### config.mk
export PLATFORM = sky130hd
export DESIGN_NAME = debug_dump_ctrl_flat
export DESIGN_NICKNAME = d
export VERILOG_FILES = /design/src/rtl/debug_dump_ctrl_if.sv /design/src/rtl/debug_dump_ctrl.sv /design/src/flat_wrapper.sv
export SDC_FILE = /design/constraint.sdc
export NUM_CORES = 1
export LEC_CHECK = 0
export CAP_MARGIN = 20
export CORE_UTILIZATION = 50
export CTS_CLUSTER_DIAMETER = 80
export DETAILED_ROUTE_END_ITERATION = 7
export PLACE_DENSITY = 0.86
export SYNTH_ARGS = -nofsm -noshare
export SYNTH_HDL_FRONTEND = slang
export SYNTH_SLANG_ARGS = --single-unit
### constraint.sdc
create_clock -name clock -period 4 [get_ports clock]
set_input_delay 0.6 -clock clock [delete_from_list [all_inputs] [get_ports clock]]
set_output_delay 0.6 -clock clock [all_outputs]
set_load 0.01 [all_outputs]
### src/rtl/debug_dump_ctrl_if.sv
// Byte stream carrying the register dump frames.
// The master drives valid/data, and the slave drives ready.
interface debug_dump_ctrl_if;
  logic       tx_valid;
  logic [7:0] tx_data;
  logic       tx_ready;

  modport master (
    output tx_valid,
    output tx_data,
    input  tx_ready
  );

  modport slave (
    input  tx_valid,
    input  tx_data,
    output tx_ready
  );
endinterface

### src/rtl/debug_dump_ctrl.sv
// Debug-host dump controller: on a processor wait stall, streams a framed
// r0..rN/ip dump, then holds the core until a continue request releases it.
module debug_dump_ctrl #(
  parameter int WORD_SIZE = 18,
  parameter int REG_COUNT = 8
) (
  input  logic                 clock,
  input  logic                 reset,
  input  logic                 wait_for_continue,
  output logic                 wait_continue_execution,
  output logic                 debug_get_param,
  output logic [3:0]           debug_reg_addr,
  input  logic [WORD_SIZE-1:0] debug_data_out,
  input  logic                 cont_req,
  debug_dump_ctrl_if.master    tx,
  output logic                 busy,
  output logic [7:0]           frame_seq
);

  typedef enum logic [3:0] {
    IDLE, HDR, SEQ, CAP, B0, B1, B2, HOLD, RESUME, REARM
  } state_e;

  localparam logic [3:0] LAST_ADDR = 4'(REG_COUNT);

  state_e      state_q;
  logic        wce_q;
  logic        dgp_q;
  logic [3:0]  addr_q;
  logic        txv_q;
  logic [7:0]  txd_q;
  logic        busy_q;
  logic [7:0]  seq_q;
  logic [15:0] hi_q;
  logic        xfer;

  assign xfer = txv_q && tx.tx_ready;

  assign wait_continue_execution = wce_q;
  assign debug_get_param         = dgp_q;
  assign debug_reg_addr          = addr_q;
  assign tx.tx_valid             = txv_q;
  assign tx.tx_data              = txd_q;
  assign busy                    = busy_q;
  assign frame_seq               = seq_q;

  always_ff @(posedge clock or posedge reset) begin
    if (reset) begin
      state_q <= IDLE;
      wce_q   <= 1'b0;
      dgp_q   <= 1'b0;
      addr_q  <= 4'd0;
      txv_q   <= 1'b0;
      txd_q   <= 8'h00;
      busy_q  <= 1'b0;
      seq_q   <= 8'h00;
      hi_q    <= 16'h0000;
    end else begin
      unique case (state_q)
        IDLE: begin
          if (wait_for_continue) begin
            state_q <= HDR;
            dgp_q   <= 1'b1;
            addr_q  <= 4'd0;
            busy_q  <= 1'b1;
            txv_q   <= 1'b1;
            txd_q   <= 8'hA5;
          end
        end
        HDR: begin
          if (xfer) begin
            state_q <= SEQ;
            txd_q   <= seq_q;
          end
        end
        SEQ: begin
          if (xfer) begin
            state_q <= CAP;
            txv_q   <= 1'b0;
          end
        end
        CAP: begin
          // upper bytes kept zero-extended so the third byte carries the pad
          state_q <= B0;
          hi_q    <= 16'(debug_data_out >> 8);
          txd_q   <= debug_data_out[7:0];
          txv_q   <= 1'b1;
        end
        B0: begin
          if (xfer) begin
            state_q <= B1;
            txd_q   <= hi_q[7:0];
          end
        end
        B1: begin
          if (xfer) begin
            state_q <= B2;
            txd_q   <= hi_q[15:8];
          end
        end
        B2: begin
          if (xfer) begin
            txv_q <= 1'b0;
            if (addr_q == LAST_ADDR) begin
              state_q <= HOLD;
              dgp_q   <= 1'b0;
              seq_q   <= seq_q + 8'd1;
            end else begin
              state_q <= CAP;
              addr_q  <= addr_q + 4'd1;
            end
          end
        end
        HOLD: begin
          if (!wait_for_continue) begin
            state_q <= IDLE;
            busy_q  <= 1'b0;
          end else if (cont_req) begin
            state_q <= RESUME;
            wce_q   <= 1'b1;
          end
        end
        RESUME: begin
          state_q <= REARM;
          wce_q   <= 1'b0;
        end
        REARM: begin
          // wait out the stall just serviced so it is not dumped twice
          if (!wait_for_continue) begin
            state_q <= IDLE;
            busy_q  <= 1'b0;
          end
        end
        default: begin
          state_q <= IDLE;
          busy_q  <= 1'b0;
        end
      endcase
    end
  end

endmodule

### src/flat_wrapper.sv
// flat-port wrapper written by rule: the top's interface ports become plain ports
module debug_dump_ctrl_flat 
#(
  parameter int WORD_SIZE = 18,
  parameter int REG_COUNT = 8
)
  (clock, reset, wait_for_continue, wait_continue_execution, debug_get_param, debug_reg_addr, debug_data_out, cont_req, busy, frame_seq, tx_tx_valid, tx_tx_data, tx_tx_ready);
  debug_dump_ctrl_if tx_i ();
  input  logic clock;
  input  logic reset;
  input  logic wait_for_continue;
  output logic wait_continue_execution;
  output logic debug_get_param;
  output logic [3:0] debug_reg_addr;
  input  logic [WORD_SIZE-1:0] debug_data_out;
  input  logic cont_req;
  output logic busy;
  output logic [7:0] frame_seq;
  output wire logic [$bits(tx_i.tx_valid)-1:0] tx_tx_valid;
  output wire logic [$bits(tx_i.tx_data)-1:0] tx_tx_data;
  input wire logic [$bits(tx_i.tx_ready)-1:0] tx_tx_ready;
  assign tx_tx_valid = tx_i.tx_valid;
  assign tx_tx_data = tx_i.tx_data;
  assign tx_i.tx_ready = tx_tx_ready;
  debug_dump_ctrl #(.WORD_SIZE(WORD_SIZE), .REG_COUNT(REG_COUNT)) u_core (.clock(clock), .reset(reset), .wait_for_continue(wait_for_continue), .wait_continue_execution(wait_continue_execution), .debug_get_param(debug_get_param), .debug_reg_addr(debug_reg_addr), .debug_data_out(debug_data_out), .cont_req(cont_req), .tx(tx_i), .busy(busy), .frame_seq(frame_seq));
endmodule
Word level (Yosys, flattened, before mapping)

Index checks and enable logic that the tools add are counted.

Reduce and logical (&&, ||, !) cells: 17
Bitwise gates (word level): 1
$add $sub $neg: 2
Eq/ne operators: 24
Multiplexer cells: 31

Operators by type and width:

| operator                                                        | count |
|---|---|
| 4-bit 2-to-1 mux                                                | 12 |
| 4-bit case mux with 10 select lines                             | 1 |
| 8-bit case mux with 5 select lines                              | 1 |
| 8-bit 2-to-1 mux                                                | 4 |
| 4-bit by 3-bit == test with 1-bit output, second input constant | 4 |
| 2-bit by 1-bit != test with 1-bit output, second input constant | 7 |
| 4-bit == test, second input constant                            | 3 |
| 2-bit != test, second input constant                            | 6 |
| 3-bit AND reduction                                             | 4 |
| 8-bit by 1-bit adder with 8-bit output, second input constant   | 1 |
| 4-bit by 2-bit == test with 1-bit output, second input constant | 2 |
| 4-bit case mux with 2 select lines                              | 1 |
| 4-bit AND reduction                                             | 2 |
| 8-bit AND reduction                                             | 1 |
| 1-bit 2-to-1 mux                                                | 7 |
| 7-bit OR reduction                                              | 1 |
| 1-bit case mux with 3 select lines                              | 2 |
| 5-bit AND reduction                                             | 1 |
| 5-bit nonzero test                                              | 1 |
| 4-bit by 1-bit adder with 4-bit output, second input constant   | 1 |
| 4-bit by 1-bit == test with 1-bit output, second input constant | 1 |
| 4-bit logical NOT                                               | 1 |
| 1-bit case mux with 2 select lines                              | 2 |
| 2-bit nonzero test                                              | 2 |
| 6 further kinds                                                 | 7 |

Word-level logic and storage cells: 84
Bits in registers: 38
Input port bits: 23

Longest topological paths before layout

Gate-level depths: netlist (run 1).

Word-level depth: 4
Gate-level depth with buffers: 6
Gate-level depth less buffers: 6

Worst setup path after synthesis (run 1)

Ideal clock, no wire load.

Kind: input to register
Start: in tx_tx_ready
End: reg u_core.txd_q[0], in the netlist u_core.tx.tx_data[0]
Library setup time: 0.125 ns
Cell stages on the path: 5
Arrival: 1.536 ns
Slack: 2.340 ns
Data required time: 3.875 ns
Cell sequence: and2_1 buf_4 nand2_1 a221oi_1 mux2_2

Longest elaborated chain between the ends: 3
Elaborated cells on any way between the ends: 5

RTL lines:

| element                                            | line                  | RTL |
|---|---|---|
| from (decl)                                        | flat_wrapper.sv:21    | `input wire logic [$bits(tx_i.tx_ready)-1:0] tx_tx_ready;` |
| 1-bit logical AND *                                | debug_dump_ctrl.sv:37 | `assign xfer = txv_q && tx.tx_ready;` |
| 2-bit by 1-bit != test with 1-bit output (no line) | -                     |  |
| 5-bit AND reduction (no line) *                    | -                     |  |
| to (signal assigned)                               | debug_dump_ctrl.sv:73 | `txd_q <= seq_q;` |
| to (signal assigned)                               | debug_dump_ctrl.sv:86 | `txd_q <= debug_data_out[7:0];` |
| to (signal assigned)                               | debug_dump_ctrl.sv:92 | `txd_q <= hi_q[7:0];` |
| to (decl)                                          | debug_dump_ctrl.sv:31 | `logic [7:0] txd_q;` |

Mark *: on every way between the ends. The rest lies on a longest branch, timed or not.
A chain may end at the register's enable or synchronous reset.

Final worst setup path (run 1)

Start: reg u_core.state_q[1]
End: reg u_core.hi_q[4]

Longest elaborated chain between the ends: 1

RTL lines:

| element                                  | line                  | RTL |
|---|---|---|
| from (decl)                              | debug_dump_ctrl.sv:26 | `state_e state_q;` |
| from (signal assigned)                   | debug_dump_ctrl.sv:49 | `state_q <= IDLE;` |
| from (signal assigned)                   | debug_dump_ctrl.sv:62 | `state_q <= HDR;` |
| from (signal assigned)                   | debug_dump_ctrl.sv:72 | `state_q <= SEQ;` |
| 4-bit by 2-bit == test with 1-bit output | debug_dump_ctrl.sv:59 | `unique case (state_q)` |
| to (signal assigned)                     | debug_dump_ctrl.sv:85 | `hi_q <= 16'(debug_data_out >> 8);` |
| to (decl)                                | debug_dump_ctrl.sv:34 | `logic [15:0] hi_q;` |

Every way passes these cells.

==> flow_metrics.env, run 1 <==
export IMPL_status="completed"
export IMPL_yosys_most_used_dff="dfrtp_1"
export IMPL_yosysTopAreaCellShare_pct=46.8
export IMPL_finalSetupViolCount=0
export IMPL_first_pass_iters=5
export IMPL_core_rowCount=22
export IMPL_synth_seq_area_share_pct=46.8
export IMPL_die_h_um=65.8
export IMPL_synthDistinctLibCells=45
export IMPL_drtIter0Drc=98
export IMPL_synthTopCellsByArea="dfrtp_1 (47%), mux2_1 (5.5%), mux2_2 (4.4%)"
export IMPL_fin_skew_ns=0.00573
export IMPL_cts_sinks=38
export IMPL_rr_startpoint="u_core.state_q[1]"
export IMPL_fin_ws_ns=1.63
export IMPL_gp_congestion=0.830
export IMPL_vias_per_cell=5.82
export IMPL_port_buffers=46
export IMPL_required_ns=4.17
export IMPL_postSynthCellCount=186
export IMPL_dr_max_layer_used="met4"
export IMPL_wl_um=4320
export IMPL_setup_tns_final_ns=0
export IMPL_synth_edff_count=0
export IMPL_root_buffer="clkbuf_8"
export IMPL_synth_xor_area_share_pct=3.88
export IMPL_post_route_period_util_pct=59.3
export IMPL_coreArea_mm2=0.00377
export IMPL_antenna_cells=0
export IMPL_hold_violations=0
export IMPL_cp_start_kind="flop"
export IMPL_synthArstFlopShare_pct=100
export IMPL_crit_start="u_core.state_q[1]"
export IMPL_antenna_found_initial=0
export IMPL_ys_seq_elements=38
export IMPL_drive_above_1_share_pct=10.4
export IMPL_drcViolationCount=0
export IMPL_ant_nets=0
export IMPL_maxSlewHeadroom_pct=41.8
export IMPL_start_util_pct=53.9
export IMPL_cts_buffer_depth=2
export IMPL_peakVddDrop_mv=0.438
export IMPL_synth_mux_area_fraction_pct=10.5
export IMPL_post_cts_buffers=0
export IMPL_max_cap_viol_count=0
export IMPL_fmax_ghz=0.422
export IMPL_ctsHoldBuffers=0
export IMPL_clkLatencyLatePin_ns=0.28
export IMPL_overflow=0
export IMPL_hold_start="u_core.hi_q[1]"
export IMPL_die_area_mm2=0.00433
export IMPL_syn_num_nets=212
export IMPL_grt_pass1_wl_um=7330
export IMPL_synthAdderAreaFrac_pct=1.85
export IMPL_end_kind="flop"
export IMPL_syn_to_final_growth_pct=26.8
export IMPL_numCtsBuffers=5
export IMPL_min_path_type="reg -> reg"
export IMPL_io_pins=47
export IMPL_worstPathMaxFanout=23
export IMPL_wl_met1_um=1850
export IMPL_post_route_min_period_ns=2.37
export IMPL_tightest_slew_ns=0.872
export IMPL_rsz0062_at_grt="false"
export IMPL_post_cts_resize_count=0
export IMPL_yosys_area_share_simple_pct=16.4
export IMPL_synth_avg_cell_area_um2=10.9
export IMPL_wl_met3_um=198
export IMPL_dp_hpwl_um=3000
export IMPL_p_leak_nw=1.09
export IMPL_crit_type="reg -> reg"
export IMPL_synth_top_family_by_area="simple AND/OR/NAND/NOR gates"
export IMPL_cp_data_arrival_time_ns=2.54
export IMPL_routedWlPerCell_um=15.5
export IMPL_cts_tree="built"
export IMPL_nets=256
export IMPL_synth_area_mm2=0.00203
export IMPL_h_tree_depth=2
export IMPL_clk_pin_slew_ns=0.07
export IMPL_grt_pass1_vias=1556
export IMPL_p_per_area_mw_per_mm2=598
export IMPL_vias=1625
export IMPL_grt_max_degree=39
export IMPL_wl_met2_um=2230
export IMPL_layout_common_cells="clkdlybuf4s50_1 (46), dfrtp_1 (38), a21oi_1 (13)"
export IMPL_grt_usage_pct=22.9
export IMPL_synth_compound_area_share_pct=15.0
export IMPL_yosys_area_top_type="dfrtp_1"
export IMPL_pre_cts_ws_ns=1.63
export IMPL_drv_slew=0
export IMPL_yosysWarnings=0
export IMPL_final_common_cell="clkdlybuf4s50_1"
export IMPL_die_w_um=65.8
## layout make-up
class / instances / area [um2]
Fill cell: 289 / 1190
Multi-Input combinational cell: 127 / 967
Sequential cell: 38 / 951
Timing Repair Buffer: 47 / 468
Clock buffer: 7 / 86.3
Tap cell: 48 / 60.1
Inverter: 11 / 41.3
Clock inverter: 1 / 5.00
## critical path: stages (launching register included)
cell     delay (ns)
dfrtp_1        0.91
inv_2          0.22
nor4_4         0.72
mux2_1         0.39
## routing by layer
layer  GRT usage [%]  vias to the layer above
met1            30.6                      801
met5               0                        -
met3            6.21                        4
li1                -                      770
met4            6.52                        0
met2            36.2                       50
## flip-flops by register name, indices dropped and copies added, names as in the netlist
register,flops
u_core.hi_q,10
u_core.frame_seq,8
u_core.tx.tx_data,8
u_core.debug_reg_addr,4
u_core.state_q,4
u_core.busy,1
u_core.debug_get_param,1
u_core.tx.tx_valid,1
u_core.wait_continue_execution,1
## power by group
part           total, W  internal (W)  switching, W
Sequential     0.000667      0.000503      0.000164
Clock          0.000264      0.000139      0.000125
Combinational  0.000611      0.000328      0.000283
## synthesized netlist by cell type, drive strengths merged (4+ instances only)
cell	number
buf	9
xnor2	7
nand2	9
a21oi	13
nor2	12
nor3	5
dfrtp	38
nand4	5
and3	5
a221oi	4
inv	11
o2bb2ai	4
mux2	18
o21ai	9
## metrics by stage
stage	hold WS (ns)	instances	utilization, %	instance area, um2	total power [W]
after floorplan	0.457	186	-	2030	0.00109
after global placement	0.469	271	66.0	2490	0.00126
after detailed placement	0.474	271	66.0	2490	0.00128
after CTS	0.492	279	68.4	2580	0.00155
after global routing	0.517	279	68.4	2580	0.00166
final	0.485	279	68.4	2580	0.00154
## worst paths after layout
kind | depth (start not counted) | slack (ns) | endpoint
max | 3 | 1.63 | u_core.hi_q[4]
min | 1 | 0.49 | u_core.hi_q[1]
max reg2reg | 3 | 1.63 | u_core.hi_q[4]
min reg2reg | 1 | 0.49 | u_core.hi_q[1]
max in group asynchronous | 3 | 2.94 | u_core.tx.tx_valid
min in group asynchronous | 3 | 0.73 | u_core.frame_seq[6]
## logic make-up (layout without fill, tap and decap cells)
logic type / after synthesis / after routing
adder cells (fa/ha/maj): 3 / 3
flip-flops: 38 / 38
multiplexers: 19 / 19
XOR/XNOR: 9 / 9
AO/OA/AOI/OAI: 45 / 45
AND/OR/NAND/NOR: 51 / 51
buffers and inverters: 21 / 66
No activity file was read; power rests on OpenSTA's default activity.
==> run 2: changes to the inputs <==
==> constraint.sdc (replaced) <==
create_clock -name clock -period 2.4 [get_ports clock]
set_input_delay 0.36 -clock clock [delete_from_list [all_inputs] [get_ports clock]]
set_output_delay 0.36 -clock clock [all_outputs]
set_load 0.01 [all_outputs]
==> flow_metrics.env, run 2 (synthesized netlist as in run 1, its figures left out) <==
export IMPL_status="completed"
export IMPL_antenna_cells=0
export IMPL_rsz0062_at_grt="false"
export IMPL_peakVddDrop_mv=0.576
export IMPL_fin_skew_ns=0.00782
export IMPL_gp_congestion=0.849
export IMPL_multi_input_area_um2=967
export IMPL_drive_above_1_share_pct=12.3
export IMPL_crit_type="reg -> reg"
export IMPL_start_util_pct=53.9
export IMPL_post_route_period_util_pct=79.5
export IMPL_cp_data_arrival_time_ns=2.08
export IMPL_grt_max_degree=39
export IMPL_numCtsBuffers=5
export IMPL_cts_tree="built"
export IMPL_root_buffer="clkbuf_8"
export IMPL_ant_nets=0
export IMPL_h_tree_depth=2
export IMPL_post_cts_buffers=0
export IMPL_io_pins=47
export IMPL_top_register="u_core.hi_q"
export IMPL_min_path_type="in -> async"
export IMPL_p_leak_nw=1.11
export IMPL_end_kind="flop"
export IMPL_max_stage_delay_ns=0.72
export IMPL_overflow=0
export IMPL_die_w_um=65.8
export IMPL_core_rowCount=22
export IMPL_die_area_mm2=0.00433
export IMPL_finalSetupViolCount=0
export IMPL_hold_violations=0
export IMPL_cts_sinks=38
export IMPL_routedWlPerCell_um=15.4
export IMPL_fill_cells=279
export IMPL_vias_per_cell=5.84
export IMPL_rr_startpoint="u_core.state_q[1]"
export IMPL_port_buffers=46
export IMPL_required_ns=2.57
export IMPL_drv_slew=0
export IMPL_max_cap_viol_count=0
export IMPL_fmax_ghz=0.524
export IMPL_coreArea_mm2=0.00377
export IMPL_dp_hpwl_um=3070
export IMPL_first_pass_iters=4
export IMPL_path_cells="inv_2, nor4_4, buf_4, mux2_1"
export IMPL_syn_to_final_growth_pct=28.1
export IMPL_grt_pass1_wl_um=7180
export IMPL_reg2reg_depth=4
export IMPL_cp_start_kind="flop"
export IMPL_vias=1653
export IMPL_drtIter0Drc=102
export IMPL_layout_common_cells="clkdlybuf4s50_1 (46), dfrtp_1 (38), a21oi_1 (13)"
export IMPL_post_cts_resize_count=0
export IMPL_slowest_stage="dfrtp_1"
export IMPL_cts_buffer_depth=2
export IMPL_grt_pass1_vias=1475
export IMPL_tightest_slew_ns=0.712
export IMPL_reg2reg_to="u_core.hi_q[5]"
export IMPL_clkLatencyLatePin_ns=0.29
export IMPL_drcViolationCount=0
export IMPL_final_common_cell="clkdlybuf4s50_1"
export IMPL_nets=261
export IMPL_post_route_min_period_ns=1.91
export IMPL_ctsHoldBuffers=0
export IMPL_largest_register_ffs=10
export IMPL_seqCellArea_um2=951
export IMPL_worstPathMaxFanout=14
export IMPL_die_h_um=65.8
export IMPL_r2r_setup_slack_ns=0.49
export IMPL_clk_pin_slew_ns=0.07
export IMPL_p_total_w=0.00259
export IMPL_antenna_found_initial=0
export IMPL_setup_tns_final_ns=0
export IMPL_wl_um=4360
export IMPL_p_per_area_mw_per_mm2=995
export IMPL_grt_usage_pct=22.5
export IMPL_maxSlewHeadroom_pct=52.1
==> run 2: worst max path at each step <==
stage,startpoint,to,slack [ns],depth (start not counted)
CTS,u_core.state_q[1],u_core.hi_q[5],0.50,4
detailed placement,tx_tx_ready,u_core.tx.tx_data[0],0.27,5
global route,u_core.state_q[1],u_core.hi_q[7],0.35,4
finish,u_core.state_q[1],u_core.hi_q[5],0.49,4
global placement,tx_tx_ready,u_core.tx.tx_data[0],0.35,5
floorplan,u_core.debug_reg_addr[0],u_core.frame_seq[1],0.81,5
==> run 2: worst max-delay path: cells and delay by family (launching register included) <==
family	cells	cell delay (ns)
DFF	1	0.72
buffers and inverters	2	0.45
muxes	1	0.35
and+or+nand+nor	1	0.26
==> run 2: cell type report <==
class / instances / area share [%]
multi-input cells: 127 / 37.1
flip-flops and latches: 38 / 36.5
repair buffers: 52 / 19.4
clock buffers: 5 / 2.64
well taps: 48 / 2.31
inverters: 11 / 1.59
clock inverters: 2 / 0.384
==> run 2: report_power, final <==
| group | total (W) | leakage, nW | switching [W] | internal (W) |
|---|---|---|---|---|
| clock network | 0.000408 | 0.0438 | 0.000214 | 0.000195 |
| logic | 0.00112 | 0.582 | 0.000540 | 0.000579 |
| registers | 0.00106 | 0.480 | 0.000224 | 0.000839 |
==> run 2: stage by stage <==
step | util [%] | instances | setup WS (ns) | cell area (um2) | hold slack, ns
final | 69.0 | 283 | 0.492 | 2600 | 0.484
after global routing | 69.0 | 283 | 0.353 | 2600 | 0.508
after CTS | 69.0 | 283 | 0.496 | 2600 | 0.493
after detailed placement | 67.0 | 276 | 0.269 | 2520 | 0.474
after global placement | 67.0 | 276 | 0.355 | 2520 | 0.471
after floorplan | - | 186 | 0.811 | 2030 | 0.457
==> run 2: layer usage <==
| metal | vias to the layer above | GRT usage, % | wire length [um] |
|---|---|---|---|
| li1 | 776 | - | - |
| met1 | 823 | 31.4 | 1980 |
| met2 | 50 | 32.9 | 2110 |
| met3 | 4 | 6.90 | 233 |
| met4 | 0 | 7.61 | 44 |
| met5 | - | 0 | 0 |
